[src/rtl/lockstep_pkg.sv]
// Shared types and constants for the lockstep request merger.
package lockstep_pkg;

  localparam int unsigned ADDR_WIDTH = 32;
  localparam int unsigned DATA_WIDTH = 32;
  localparam int unsigned BE_WIDTH   = DATA_WIDTH / 8;

  localparam logic [DATA_WIDTH-1:0] ERR_RDATA = '0;

  typedef enum logic [2:0] {
    StIdle,
    StCollect,
    StIssue,
    StWaitRsp,
    StResp,
    StErrRsp
  } state_e;

  typedef struct packed {
    logic [ADDR_WIDTH-1:0] add;
    logic                  wen;
    logic [DATA_WIDTH-1:0] wdata;
    logic [BE_WIDTH-1:0]   be;
  } req_fields_t;

endpackage

[src/rtl/lockstep_req_merger_if.sv]
// Downstream peripheral-interconnect port: one request channel plus its response.
interface lockstep_req_merger_if #(
  parameter int unsigned ID_WIDTH = 5
);
  import lockstep_pkg::*;

  logic                  req;
  logic [ADDR_WIDTH-1:0] add;
  logic                  wen;
  logic [DATA_WIDTH-1:0] wdata;
  logic [BE_WIDTH-1:0]   be;
  logic [ID_WIDTH-1:0]   id;
  logic                  gnt;
  logic                  r_valid;
  logic [DATA_WIDTH-1:0] r_rdata;
  logic                  r_opc;
  logic [ID_WIDTH-1:0]   r_id;

  modport master (
    output req, add, wen, wdata, be, id,
    input  gnt, r_valid, r_rdata, r_opc, r_id
  );

  modport slave (
    input  req, add, wen, wdata, be, id,
    output gnt, r_valid, r_rdata, r_opc, r_id
  );

endinterface

[src/rtl/lockstep_cmp.sv]
// Combinational N-way comparison of every core's request fields against core 0.
module lockstep_cmp
  import lockstep_pkg::*;
#(
  parameter int unsigned NB_CORES = 8
) (
  input  req_fields_t         fields_i [NB_CORES],
  output logic [NB_CORES-1:0] diff_o
);

  always_comb begin
    diff_o = '0;
    for (int unsigned i = 1; i < NB_CORES; i++) begin
      diff_o[i] = (fields_i[i] != fields_i[0]);
    end
  end

endmodule

[src/rtl/lockstep_req_merger.sv]
// Merges redundant lockstep core requests into one downstream transaction and
// fans the single response back to every participating core.
module lockstep_req_merger
  import lockstep_pkg::*;
#(
  parameter int unsigned NB_CORES = 8,
  parameter int unsigned ID_WIDTH = 5,
  parameter int unsigned SKEW_MAX = 4
) (
  input  logic                           clk_i,
  input  logic                           rst_ni,
  input  logic                           lockstep_en_i,
  input  logic [NB_CORES-1:0]            core_req_i,
  input  logic [NB_CORES*ADDR_WIDTH-1:0] core_add_i,
  input  logic [NB_CORES-1:0]            core_wen_i,
  input  logic [NB_CORES*DATA_WIDTH-1:0] core_wdata_i,
  input  logic [NB_CORES*BE_WIDTH-1:0]   core_be_i,
  input  logic [NB_CORES*ID_WIDTH-1:0]   core_id_i,
  output logic [NB_CORES-1:0]            core_gnt_o,
  output logic [NB_CORES-1:0]            core_r_valid_o,
  output logic [DATA_WIDTH-1:0]          core_r_rdata_o,
  output logic                           core_r_opc_o,
  output logic [NB_CORES*ID_WIDTH-1:0]   core_r_id_o,
  lockstep_req_merger_if.master          per_bus,
  output logic                           mismatch_o,
  output logic                           skew_err_o,
  output logic [NB_CORES-1:0]            err_mask_o
);

  localparam int unsigned CntW = $clog2(SKEW_MAX + 1);

  state_e                       state_q, state_d;
  logic [NB_CORES-1:0]          act_q, act_d, vmask_q, vmask_d, err_mask_q, err_mask_d;
  logic [CntW-1:0]              cnt_q, cnt_d;
  req_fields_t                  fields_q, fields_d;
  logic [NB_CORES*ID_WIDTH-1:0] ids_q, ids_d;
  logic [DATA_WIDTH-1:0]        rdata_q, rdata_d;
  logic                         opc_q, opc_d, mismatch_q, mismatch_d, skew_q, skew_d;

  req_fields_t         core_fields [NB_CORES];
  logic [NB_CORES-1:0] diff, en_mask;
  logic                all_in;
  logic                unused_rid;

  assign unused_rid = ^per_bus.r_id;
  assign en_mask    = lockstep_en_i ? {NB_CORES{1'b1}} : NB_CORES'(1);
  assign all_in     = (core_req_i & act_q) == act_q;

  always_comb begin
    for (int unsigned i = 0; i < NB_CORES; i++) begin
      core_fields[i].add   = core_add_i[i*ADDR_WIDTH +: ADDR_WIDTH];
      core_fields[i].wen   = core_wen_i[i];
      core_fields[i].wdata = core_wdata_i[i*DATA_WIDTH +: DATA_WIDTH];
      core_fields[i].be    = core_be_i[i*BE_WIDTH +: BE_WIDTH];
    end
  end

  lockstep_cmp #(
    .NB_CORES(NB_CORES)
  ) u_cmp (
    .fields_i(core_fields),
    .diff_o  (diff)
  );

  always_ff @(posedge clk_i) begin
    if (!rst_ni) begin
      state_q    <= StIdle;
      act_q      <= '0;
      vmask_q    <= '0;
      err_mask_q <= '0;
      cnt_q      <= '0;
      fields_q   <= '0;
      ids_q      <= '0;
      rdata_q    <= '0;
      opc_q      <= 1'b0;
      mismatch_q <= 1'b0;
      skew_q     <= 1'b0;
    end else begin
      state_q    <= state_d;
      act_q      <= act_d;
      vmask_q    <= vmask_d;
      err_mask_q <= err_mask_d;
      cnt_q      <= cnt_d;
      fields_q   <= fields_d;
      ids_q      <= ids_d;
      rdata_q    <= rdata_d;
      opc_q      <= opc_d;
      mismatch_q <= mismatch_d;
      skew_q     <= skew_d;
    end
  end

  always_comb begin
    state_d    = state_q;
    act_d      = act_q;
    vmask_d    = vmask_q;
    err_mask_d = err_mask_q;
    cnt_d      = cnt_q;
    fields_d   = fields_q;
    ids_d      = ids_q;
    rdata_d    = rdata_q;
    opc_d      = opc_q;
    mismatch_d = 1'b0;
    skew_d     = 1'b0;
    unique case (state_q)
      StIdle: begin
        if (|(core_req_i & en_mask)) begin
          act_d      = en_mask;
          cnt_d      = '0;
          err_mask_d = '0;
          state_d    = StCollect;
        end
      end
      StCollect: begin
        cnt_d = cnt_q + CntW'(1);
        // Arrival wins over skew: a core showing up on the last allowed cycle is accepted.
        if (all_in) begin
          ids_d = core_id_i;
          if (|(diff & act_q)) begin
            mismatch_d = 1'b1;
            err_mask_d = diff & act_q;
            state_d    = StErrRsp;
          end else begin
            fields_d = core_fields[0];
            state_d  = StIssue;
          end
        end else if (cnt_d == CntW'(SKEW_MAX)) begin
          skew_d     = 1'b1;
          err_mask_d = act_q & ~core_req_i;
          ids_d      = core_id_i;
          state_d    = StErrRsp;
        end
      end
      StIssue: begin
        if (per_bus.gnt) begin
          vmask_d = act_q;
          state_d = StWaitRsp;
        end
      end
      StWaitRsp: begin
        if (per_bus.r_valid) begin
          rdata_d = per_bus.r_rdata;
          opc_d   = per_bus.r_opc;
          state_d = StResp;
        end
      end
      StResp: state_d = StIdle;
      StErrRsp: begin
        vmask_d = act_q & core_req_i;
        rdata_d = ERR_RDATA;
        opc_d   = 1'b1;
        state_d = StResp;
      end
      default: state_d = StIdle;
    endcase
  end

  always_comb begin
    core_gnt_o     = '0;
    core_r_valid_o = '0;
    per_bus.req    = 1'b0;
    unique case (state_q)
      StIssue: begin
        per_bus.req = 1'b1;
        if (per_bus.gnt) core_gnt_o = act_q;
      end
      StErrRsp: core_gnt_o     = act_q & core_req_i;
      StResp:   core_r_valid_o = vmask_q;
      default: ;
    endcase
  end

  assign per_bus.add    = fields_q.add;
  assign per_bus.wen    = fields_q.wen;
  assign per_bus.wdata  = fields_q.wdata;
  assign per_bus.be     = fields_q.be;
  assign per_bus.id     = ids_q[ID_WIDTH-1:0];
  assign core_r_rdata_o = rdata_q;
  assign core_r_opc_o   = opc_q;
  assign core_r_id_o    = ids_q;
  assign mismatch_o     = mismatch_q;
  assign skew_err_o     = skew_q;
  assign err_mask_o     = err_mask_q;

endmodule

[src/flat_wrapper.sv]
// flat-port wrapper written by rule: the top's interface ports become plain ports
module lockstep_req_merger_flat import lockstep_pkg::*;
#(
  parameter int unsigned NB_CORES = 8,
  parameter int unsigned ID_WIDTH = 5,
  parameter int unsigned SKEW_MAX = 4
)
  (clk_i, rst_ni, lockstep_en_i, core_req_i, core_add_i, core_wen_i, core_wdata_i, core_be_i, core_id_i, core_gnt_o, core_r_valid_o, core_r_rdata_o, core_r_opc_o, core_r_id_o, mismatch_o, skew_err_o, err_mask_o, per_bus_req, per_bus_add, per_bus_wen, per_bus_wdata, per_bus_be, per_bus_id, per_bus_gnt, per_bus_r_valid, per_bus_r_rdata, per_bus_r_opc, per_bus_r_id);
  lockstep_req_merger_if #(.ID_WIDTH(ID_WIDTH)) per_bus_i ();
  input  logic clk_i;
  input  logic rst_ni;
  input  logic lockstep_en_i;
  input  logic [NB_CORES-1:0] core_req_i;
  input  logic [NB_CORES*ADDR_WIDTH-1:0] core_add_i;
  input  logic [NB_CORES-1:0] core_wen_i;
  input  logic [NB_CORES*DATA_WIDTH-1:0] core_wdata_i;
  input  logic [NB_CORES*BE_WIDTH-1:0] core_be_i;
  input  logic [NB_CORES*ID_WIDTH-1:0] core_id_i;
  output logic [NB_CORES-1:0] core_gnt_o;
  output logic [NB_CORES-1:0] core_r_valid_o;
  output logic [DATA_WIDTH-1:0] core_r_rdata_o;
  output logic core_r_opc_o;
  output logic [NB_CORES*ID_WIDTH-1:0] core_r_id_o;
  output logic mismatch_o;
  output logic skew_err_o;
  output logic [NB_CORES-1:0] err_mask_o;
  output wire logic [$bits(per_bus_i.req)-1:0] per_bus_req;
  output wire logic [$bits(per_bus_i.add)-1:0] per_bus_add;
  output wire logic [$bits(per_bus_i.wen)-1:0] per_bus_wen;
  output wire logic [$bits(per_bus_i.wdata)-1:0] per_bus_wdata;
  output wire logic [$bits(per_bus_i.be)-1:0] per_bus_be;
  output wire logic [$bits(per_bus_i.id)-1:0] per_bus_id;
  input wire logic [$bits(per_bus_i.gnt)-1:0] per_bus_gnt;
  input wire logic [$bits(per_bus_i.r_valid)-1:0] per_bus_r_valid;
  input wire logic [$bits(per_bus_i.r_rdata)-1:0] per_bus_r_rdata;
  input wire logic [$bits(per_bus_i.r_opc)-1:0] per_bus_r_opc;
  input wire logic [$bits(per_bus_i.r_id)-1:0] per_bus_r_id;
  assign per_bus_req = per_bus_i.req;
  assign per_bus_add = per_bus_i.add;
  assign per_bus_wen = per_bus_i.wen;
  assign per_bus_wdata = per_bus_i.wdata;
  assign per_bus_be = per_bus_i.be;
  assign per_bus_id = per_bus_i.id;
  assign per_bus_i.gnt = per_bus_gnt;
  assign per_bus_i.r_valid = per_bus_r_valid;
  assign per_bus_i.r_rdata = per_bus_r_rdata;
  assign per_bus_i.r_opc = per_bus_r_opc;
  assign per_bus_i.r_id = per_bus_r_id;
  lockstep_req_merger #(.NB_CORES(NB_CORES), .ID_WIDTH(ID_WIDTH), .SKEW_MAX(SKEW_MAX)) u_core (.clk_i(clk_i), .rst_ni(rst_ni), .lockstep_en_i(lockstep_en_i), .core_req_i(core_req_i), .core_add_i(core_add_i), .core_wen_i(core_wen_i), .core_wdata_i(core_wdata_i), .core_be_i(core_be_i), .core_id_i(core_id_i), .core_gnt_o(core_gnt_o), .core_r_valid_o(core_r_valid_o), .core_r_rdata_o(core_r_rdata_o), .core_r_opc_o(core_r_opc_o), .core_r_id_o(core_r_id_o), .per_bus(per_bus_i), .mismatch_o(mismatch_o), .skew_err_o(skew_err_o), .err_mask_o(err_mask_o));
endmodule
[config.mk]
export PLATFORM = sky130hd
export DESIGN_NAME = lockstep_req_merger_flat
export DESIGN_NICKNAME = d
export VERILOG_FILES = /design/src/rtl/lockstep_pkg.sv /design/src/rtl/lockstep_req_merger_if.sv /design/src/rtl/lockstep_cmp.sv /design/src/rtl/lockstep_req_merger.sv /design/src/flat_wrapper.sv
export SDC_FILE = /design/constraint.sdc
export NUM_CORES = 1
export LEC_CHECK = 0
export BUFFER_PORTS_ARGS = -buffer_cell sky130_fd_sc_hd__buf_2
export CORE_AREA = 2 2 318 320
export DETAILED_ROUTE_END_ITERATION = 16
export DIE_AREA = 0 0 320 322
export PLACE_DENSITY = 0.3
export SYNTH_ARGS = -nofsm -noshare
export SYNTH_HDL_FRONTEND = slang
export SYNTH_SLANG_ARGS = --single-unit
[constraint.sdc]
create_clock -name clk_i -period 4.5 [get_ports clk_i]
set_clock_uncertainty 0.05 [all_clocks]
set_input_delay 0.225 -clock clk_i [delete_from_list [all_inputs] [get_ports clk_i]]
set_output_delay 0.225 -clock clk_i [all_outputs]
set_load 0.005 [all_outputs]
=== Word-level counts from Yosys, hierarchy flattened ===
Cells that the tools add are included.

* Register bits after elaboration: 174
* Bits of input ports: 643
* Output and inout port bits: 174
* Word-level logic and storage cells: 88

* Add/subtract/negate cells: 1
* Eq/ne operators: 19
* Multiplexer cells: 29
* Bitwise logic cells: 8
* Reduce and logical (&&, ||, !) cells: 17

{| class="wikitable"
|+ Operator list
! operator !! count
|-
| inequality test 69 bit || 7
|-
| 2-to-1 mux 40 bit || 2
|-
| 2-to-1 mux 8 bit || 8
|-
| one-hot mux 32 bit (2 select lines) || 1
|-
| one-hot mux 8 bit (2 select lines) || 3
|-
| bitwise AND 8 bit || 4
|-
| 2-to-1 mux 32 bit || 1
|-
| 2-to-1 mux 3 bit || 7
|-
| OR reduction 8 bit || 2
|-
| one-hot mux 3 bit (5 select lines) || 1
|-
| AND reduction 2 bit || 5
|-
| == test 3 bit, second input constant || 3
|-
| == test 8 bit || 1
|-
| NOT 8 bit || 1
|-
| AND reduction 4 bit || 2
|-
| nonzero test 2 bit || 4
|-
| == test 3 x 2 -> 1 bit, second input constant || 2
|-
| one-hot mux 3 bit (2 select lines) || 1
|-
| AND reduction 3 bit || 2
|-
| 2-to-1 mux 1 bit || 4
|-
| inequality test 2 bit, second input constant || 2
|-
| adder 3 x 1 -> 3 bit, second input constant || 1
|-
| == test 3 x 1 -> 1 bit, second input constant || 1
|-
| zero test 3 bit || 1
|-
| other kinds (6) || 8
|}

=== Logic depth before layout (Yosys ltp) ===
* Depth in word-level cells: 6
* Mapped depth: 13

=== Modules after synthesis ===
Synthesis repeated with hierarchy kept, for this count alone.

* Cells, all modules: 1526
* Area total of the unflattened synthesis: 12219.2 µm²

{| class="wikitable"
|+ Modules (own cells, without submodules)
! module !! times used !! cells each !! area each (µm²) !! seq. area each (µm²)
|-
| lockstep_req_merger || 1 || 811 || 6467.5 || 3363.2
|-
| lockstep_cmp || 1 || 715 || 5751.8 || 0.0
|}

=== Worst setup path after synthesis ===
No wires, ideal clock.

* Path kind: input-to-reg
* From: input core_add_i[1]
* To: register u_core.fields_q (netlist bit u_core.per_bus.be[0])
* Arrival time: 2.397 ns
* Required time: 4.378 ns
* Path slack: 1.982 ns
* Cell stages on the path: 12
* Cells stage by stage: buf_2 xor2_1 nor4_1 nand4_1 nor4_2 and4b_1 nand4_2 a211oi_2 buf_4 buf_12 buf_12 mux2i_1

* Cells in the longest elaborated chain, start to end: 5
* Elaborated cells on any way between the ends: 11
* Classes of those cells: 7 x eq/ne; 2 x bitwise; 2 x reduce/logical

{| class="wikitable"
|+ Ends and longest elaborated chain
! what !! RTL line !! text
|-
| from (decl) || flat_wrapper.sv:14 || <nowiki>input logic [NB_CORES*ADDR_WIDTH-1:0] core_add_i;</nowiki>
|-
| inequality test 69 bit || lockstep_cmp.sv:14 || <nowiki>diff_o[i] = (fields_i[i] != fields_i[0]);</nowiki>
|-
| bitwise AND 8 bit * || lockstep_req_merger.sv:119 || <nowiki>if (|(diff & act_q)) begin</nowiki>
|-
| OR reduction 8 bit * || lockstep_req_merger.sv:119 ||
|-
| NOT 1 bit (no source line) * || - ||
|-
| AND reduction 3 bit (no source line) * || - ||
|-
| to (signal assigned) || lockstep_req_merger.sv:84 || <nowiki>fields_q <= fields_d;</nowiki>
|-
| to (decl) || lockstep_req_merger.sv:35 || <nowiki>req_fields_t fields_q, fields_d;</nowiki>
|}

Every way passes the cells marked *; elsewhere a longest branch is shown, timed or not.
A chain may end at the register's enable or synchronous reset.

=== Final worst setup path ===
* From: input core_add_i[9]
* To: register u_core.fields_q (netlist bit u_core.per_bus.add[22])

Same word-level chain as after synthesis.

==> results.rst <==
.. list-table::
   :header-rows: 1

   * - Metric
     - Value
   * - Relative area change from synthesis to final layout
     - 57.9%
   * - Worst path required time
     - 4.88 ns
   * - Root cell of the clock tree
     - sky130_fd_sc_hd__clkbuf_16
   * - CP Cell Sequence
     - buf_2 -> buf_4 -> xor2_1 -> nor4_1 -> nand4_1 -> nor4_1 -> buf_4 -> nand4_1 -> buf_4 -> and4b_1 -> nand4_2 -> a211oi_4 -> buf_12 -> buf_12 -> mux2i_1
   * - H-tree levels
     - 4
   * - Slowest cell on the critical path
     - sky130_fd_sc_hd__nor4_1
   * - Post-layout net count
     - a little over 3,000
   * - Number of synthesized flops with an enable pin
     - 0
   * - Buf+Inv Stages, Crit Path
     - 6
   * - #FFs+latches synth
     - around 170
   * - Vias/cell
     - 3.94
   * - Run status
     - finished clean
   * - Final antenna-violating net count
     - 0
   * - Met3 Use GR
     - 5.07%
   * - RePlAce Congestion
     - 0.898
   * - Placed Instance Area
     - ~18,000 um^2
   * - Post-synthesis cell count
     - 1,521
   * - TritonCTS clock tree
     - built
   * - Vias in the first global route
     - 15,731
   * - Total count of hold-check failures in the final report
     - 0
   * - R2R Setup Slk
     - 1.74 ns
   * - Worst setup SP type
     - input port
   * - DIE WIDTH
     - 320 um
   * - Remaining Overflow, GRT
     - 0
   * - Busiest metal layer after global routing
     - met2
   * - Signal arrival time at the worst endpoint
     - 4.21 ns
   * - Number of cells on the worst hold path
     - 3
   * - Worst path max stage delay
     - 0.78 ns
   * - Post-layout instance area
     - approximately 19,000 um^2
   * - XOR/XNOR Fraction of Synth Area
     - between 30% and 40%
   * - Overall die area
     - 103,000 um^2
   * - Yosys synthesis warning count
     - 0
   * - Portion of the post-synthesis area used by sequential elements
     - a little over a quarter
   * - Number of buffers inserted during clock tree synthesis
     - 17
   * - Wire length of the first global-routing pass
     - 138,000 um
   * - Min Clock Period, post-route
     - 3.84 ns
   * - Number of distinct library cells after synthesis
     - 40
   * - Number of antenna violations at the first check in global routing
     - 44
   * - Category of the most critical setup path
     - in -> reg
   * - Met1 track demand over resource in global routing
     - a little under a quarter
   * - Hold Slack
     - 0.0529 ns
   * - RSZ-0062 raised after global routing
     - no
   * - Max cap viols
     - 0
   * - Post-cts resize count
     - 0
   * - Cell types with the largest area share after synthesis
     - sky130_fd_sc_hd__dfxtp_1, sky130_fd_sc_hd__xor2_1, sky130_fd_sc_hd__xnor2_1
   * - Initial cell density of the core
     - between 10 and 15%
   * - Start point of the worst min-delay path
     - core_req_i[6]
   * - Net count after synthesis
     - 2,166
   * - Worst-Skew Late Latency
     - 0.49 ns
   * - Area share of the largest cell type after synthesis
     - 27.5%
   * - Simple-gate share of the synthesized area
     - 20.9%
   * - Worst-margin pin slew
     - 1.25 ns
   * - Static leakage power
     - around 8.6 nW
   * - Maximum VDD drop
     - 0.000310 V
   * - Placeable core region
     - about 100,000 um^2
   * - CP Capture Type
     - flop
   * - Mapped cell area
     - 12,200 um^2
   * - Starting DRT DRC Count
     - 777
   * - Fraction of registers with async set or reset after synthesis
     - 0%
   * - Layout cell share with drive strength beyond 1
     - about two fifths
   * - Synthesized-area fraction occupied by ao, oa, aoi and oai cells
     - 4.70%
   * - WHS Endpoint
     - u_core.vmask_q[6]
   * - Count of final max-slew check failures
     - 0
   * - Fraction of synthesized area in multiplexers
     - ~6.4%
   * - Clock slew at the register clock pins of the worst setup and hold paths
     - 0.07 ns
   * - Total power consumption of the routed design
     - between 6 and 7 mW
   * - Post-DP HPWL
     - 91,000 um
   * - Overall routing resource usage
     - 20.2%
   * - Height of the die
     - 322 um
   * - Critical Path Most Common Cell
     - sky130_fd_sc_hd__buf_4
   * - Startpoint of the most critical register-to-register path
     - u_core.state_q[0]
   * - Pin count of the biggest net entering global routing
     - 86
   * - Cell accounting for the most synthesized area
     - sky130_fd_sc_hd__dfxtp_1
   * - Capturing point of the worst reg2reg path
     - u_core.core_r_id_o[25]
   * - Worst max-slew margin expressed relative to the limit
     - 16.7%
   * - Avg WL per Cell
     - 28.9 um
   * - Top-level port count
     - about 820
   * - Top cells by count, synth
     - sky130_fd_sc_hd__nand2_1, sky130_fd_sc_hd__xor2_1, sky130_fd_sc_hd__xnor2_1
   * - Post-synthesis adder-cell area fraction
     - less than 1%
   * - Port Buffer Count
     - 811
   * - Setup violation total in the final timing report
     - 0
   * - Critical-path maximum fanout
     - 17
   * - R2r worst-path depth
     - 6
   * - Power per Cell Area
     - 311 nW/um^2
   * - Synthesized area per cell
     - 8.05 um^2
   * - Buffer levels on the longest clock path
     - 2
   * - Number of vias in the routed layout
     - 14,587
   * - Length of the first detailed-routing pass in iterations
     - 5
   * - Cell with the most instances after synthesis
     - sky130_fd_sc_hd__nand2_1
   * - Fmax
     - 0.261 GHz
   * - Total Wirelength
     - ~110,000 um
   * - Placement row count
     - 116
   * - Setup TNS
     - 0 ns
   * - Dominant combinational cell family by area after synthesis
     - XOR/XNOR gates
   * - TritonCTS sink count
     - approximately 170
   * - Global Route met2 Usage
     - ~37%
   * - Primary FF master, synth
     - sky130_fd_sc_hd__dfxtp_1
   * - Drc violations
     - 0
   * - Kind of path behind the tightest hold check
     - in -> reg
   * - Post-route clock period utilization
     - between 80 and 90%
   * - Worst path top cell family by delay
     - simple AND/OR/NAND/NOR gates
-- registers in the layout, summed over array words and instances, names as in the netlist --
register	flops
u_core.core_r_id_o	40
u_core.core_r_rdata_o	32
u_core.per_bus.add	32
u_core.per_bus.wdata	32
u_core.err_mask_o	8
u_core.vmask_q	8
u_core.per_bus.be	4
u_core.cnt_q	3
u_core.state_q	3
u_core.act_q	2
u_core.core_r_opc_o	1
u_core.mismatch_o	1
u_core.per_bus.wen	1
u_core.skew_err_o	1
-- layout by cell type (no fill, tap or decap), drive strengths merged, types with 2 or more instances in the layout --
master | Yosys | final
buf | 84 | 894
nand2 | 334 | 334
xor2 | 305 | 305
xnor2 | 179 | 179
dfxtp | 168 | 168
nor4 | 90 | 90
a21oi | 85 | 85
mux2i | 78 | 78
dlygate4sd3 | 0 | 74
nand4 | 69 | 69
clkbuf | 46 | 19
nor2 | 13 | 13
diode | 0 | 12
and2 | 10 | 10
nor3 | 9 | 9
inv | 4 | 9
nand3 | 8 | 8
o21ai | 7 | 7
clkinv | 1 | 7
a31oi | 4 | 4
nor2b | 4 | 4
nand2b | 3 | 3
a31o | 2 | 2
o22ai | 2 | 2
or3 | 2 | 2
and3 | 2 | 2
a21boi | 2 | 2
ha | 2 | 2
-- per-stage QoR --
stage | setup WS [ns] | utilization, % | instances
floorplan | 1.98 | - | 1521
global placement | 0.131 | 18.0 | 3583
detailed placement | 0.0942 | 18.0 | 3583
CTS | 0.633 | 19.4 | 3689
global route | 0.475 | 19.4 | 3694
finish | 0.664 | 19.4 | 3701
-- cell type report --
cell class                      count  area [um^2]
Antenna cell                       12         30.0
Clock buffer                       19          453
Clock inverter                     13          136
Fill cell                       11418        80200
Inverter                            5         18.8
Multi-Input combinational cell   1218         8200
Sequential cell                   168         3360
Tap cell                         1298         1620
Timing Repair Buffer              968         5500
-- worst reg2reg max path: stages (launching register included) --
cell and delay [ns]:
sky130_fd_sc_hd__dfxtp_1 0.55, sky130_fd_sc_hd__nor2b_1 0.39, sky130_fd_sc_hd__nand2b_1 0.33, sky130_fd_sc_hd__a21oi_4 0.68
sky130_fd_sc_hd__buf_4 0.36, sky130_fd_sc_hd__nand2_1 0.17, sky130_fd_sc_hd__a21oi_1 0.15
-- routing by layer --
metal | wire length (um) | up-vias | share of wire, %
met5 | 161 | - | 0.15
met4 | 2930 | 28 | 2.7
met3 | 6230 | 145 | 5.8
met2 | 55000 | 665 | 51
met1 | 42600 | 7003 | 40
li1 | - | 6746 | -
-- worst max path at each step --
stage | startpoint | end | slack [ns] | cells past startpoint
CTS | core_add_i[12] | u_core.per_bus.add[29] | 0.63 | 15
global placement | core_add_i[9] | u_core.per_bus.wdata[13] | 0.13 | 15
detailed placement | core_add_i[9] | u_core.per_bus.add[21] | 0.09 | 15
global route | core_add_i[12] | u_core.per_bus.add[17] | 0.48 | 15
finish | core_add_i[9] | u_core.per_bus.add[22] | 0.66 | 15
floorplan | core_add_i[1] | u_core.per_bus.be[0] | 1.98 | 12
-- report_power, final --
part | internal, mW | switching [mW]
clock network | 0.808 | 0.766
registers | 1.75 | 0.182
logic | 1.06 | 1.46
-- logic make-up after synthesis --
family | after synthesis
flip-flops | 168
adder cells (fa/ha/maj) | 2
multiplexers | 78
AND/OR/NAND/NOR | 547
AO/OA/AOI/OAI | 107
buffers and inverters | 135
XOR/XNOR | 484
-- timing repair --
item / CTS / global route
hold buffers: 74 / 0
endpoints found under the hold margin: 74 / 0
setup buffers: 0 / 0
Power figures use the tool's default switching activity.
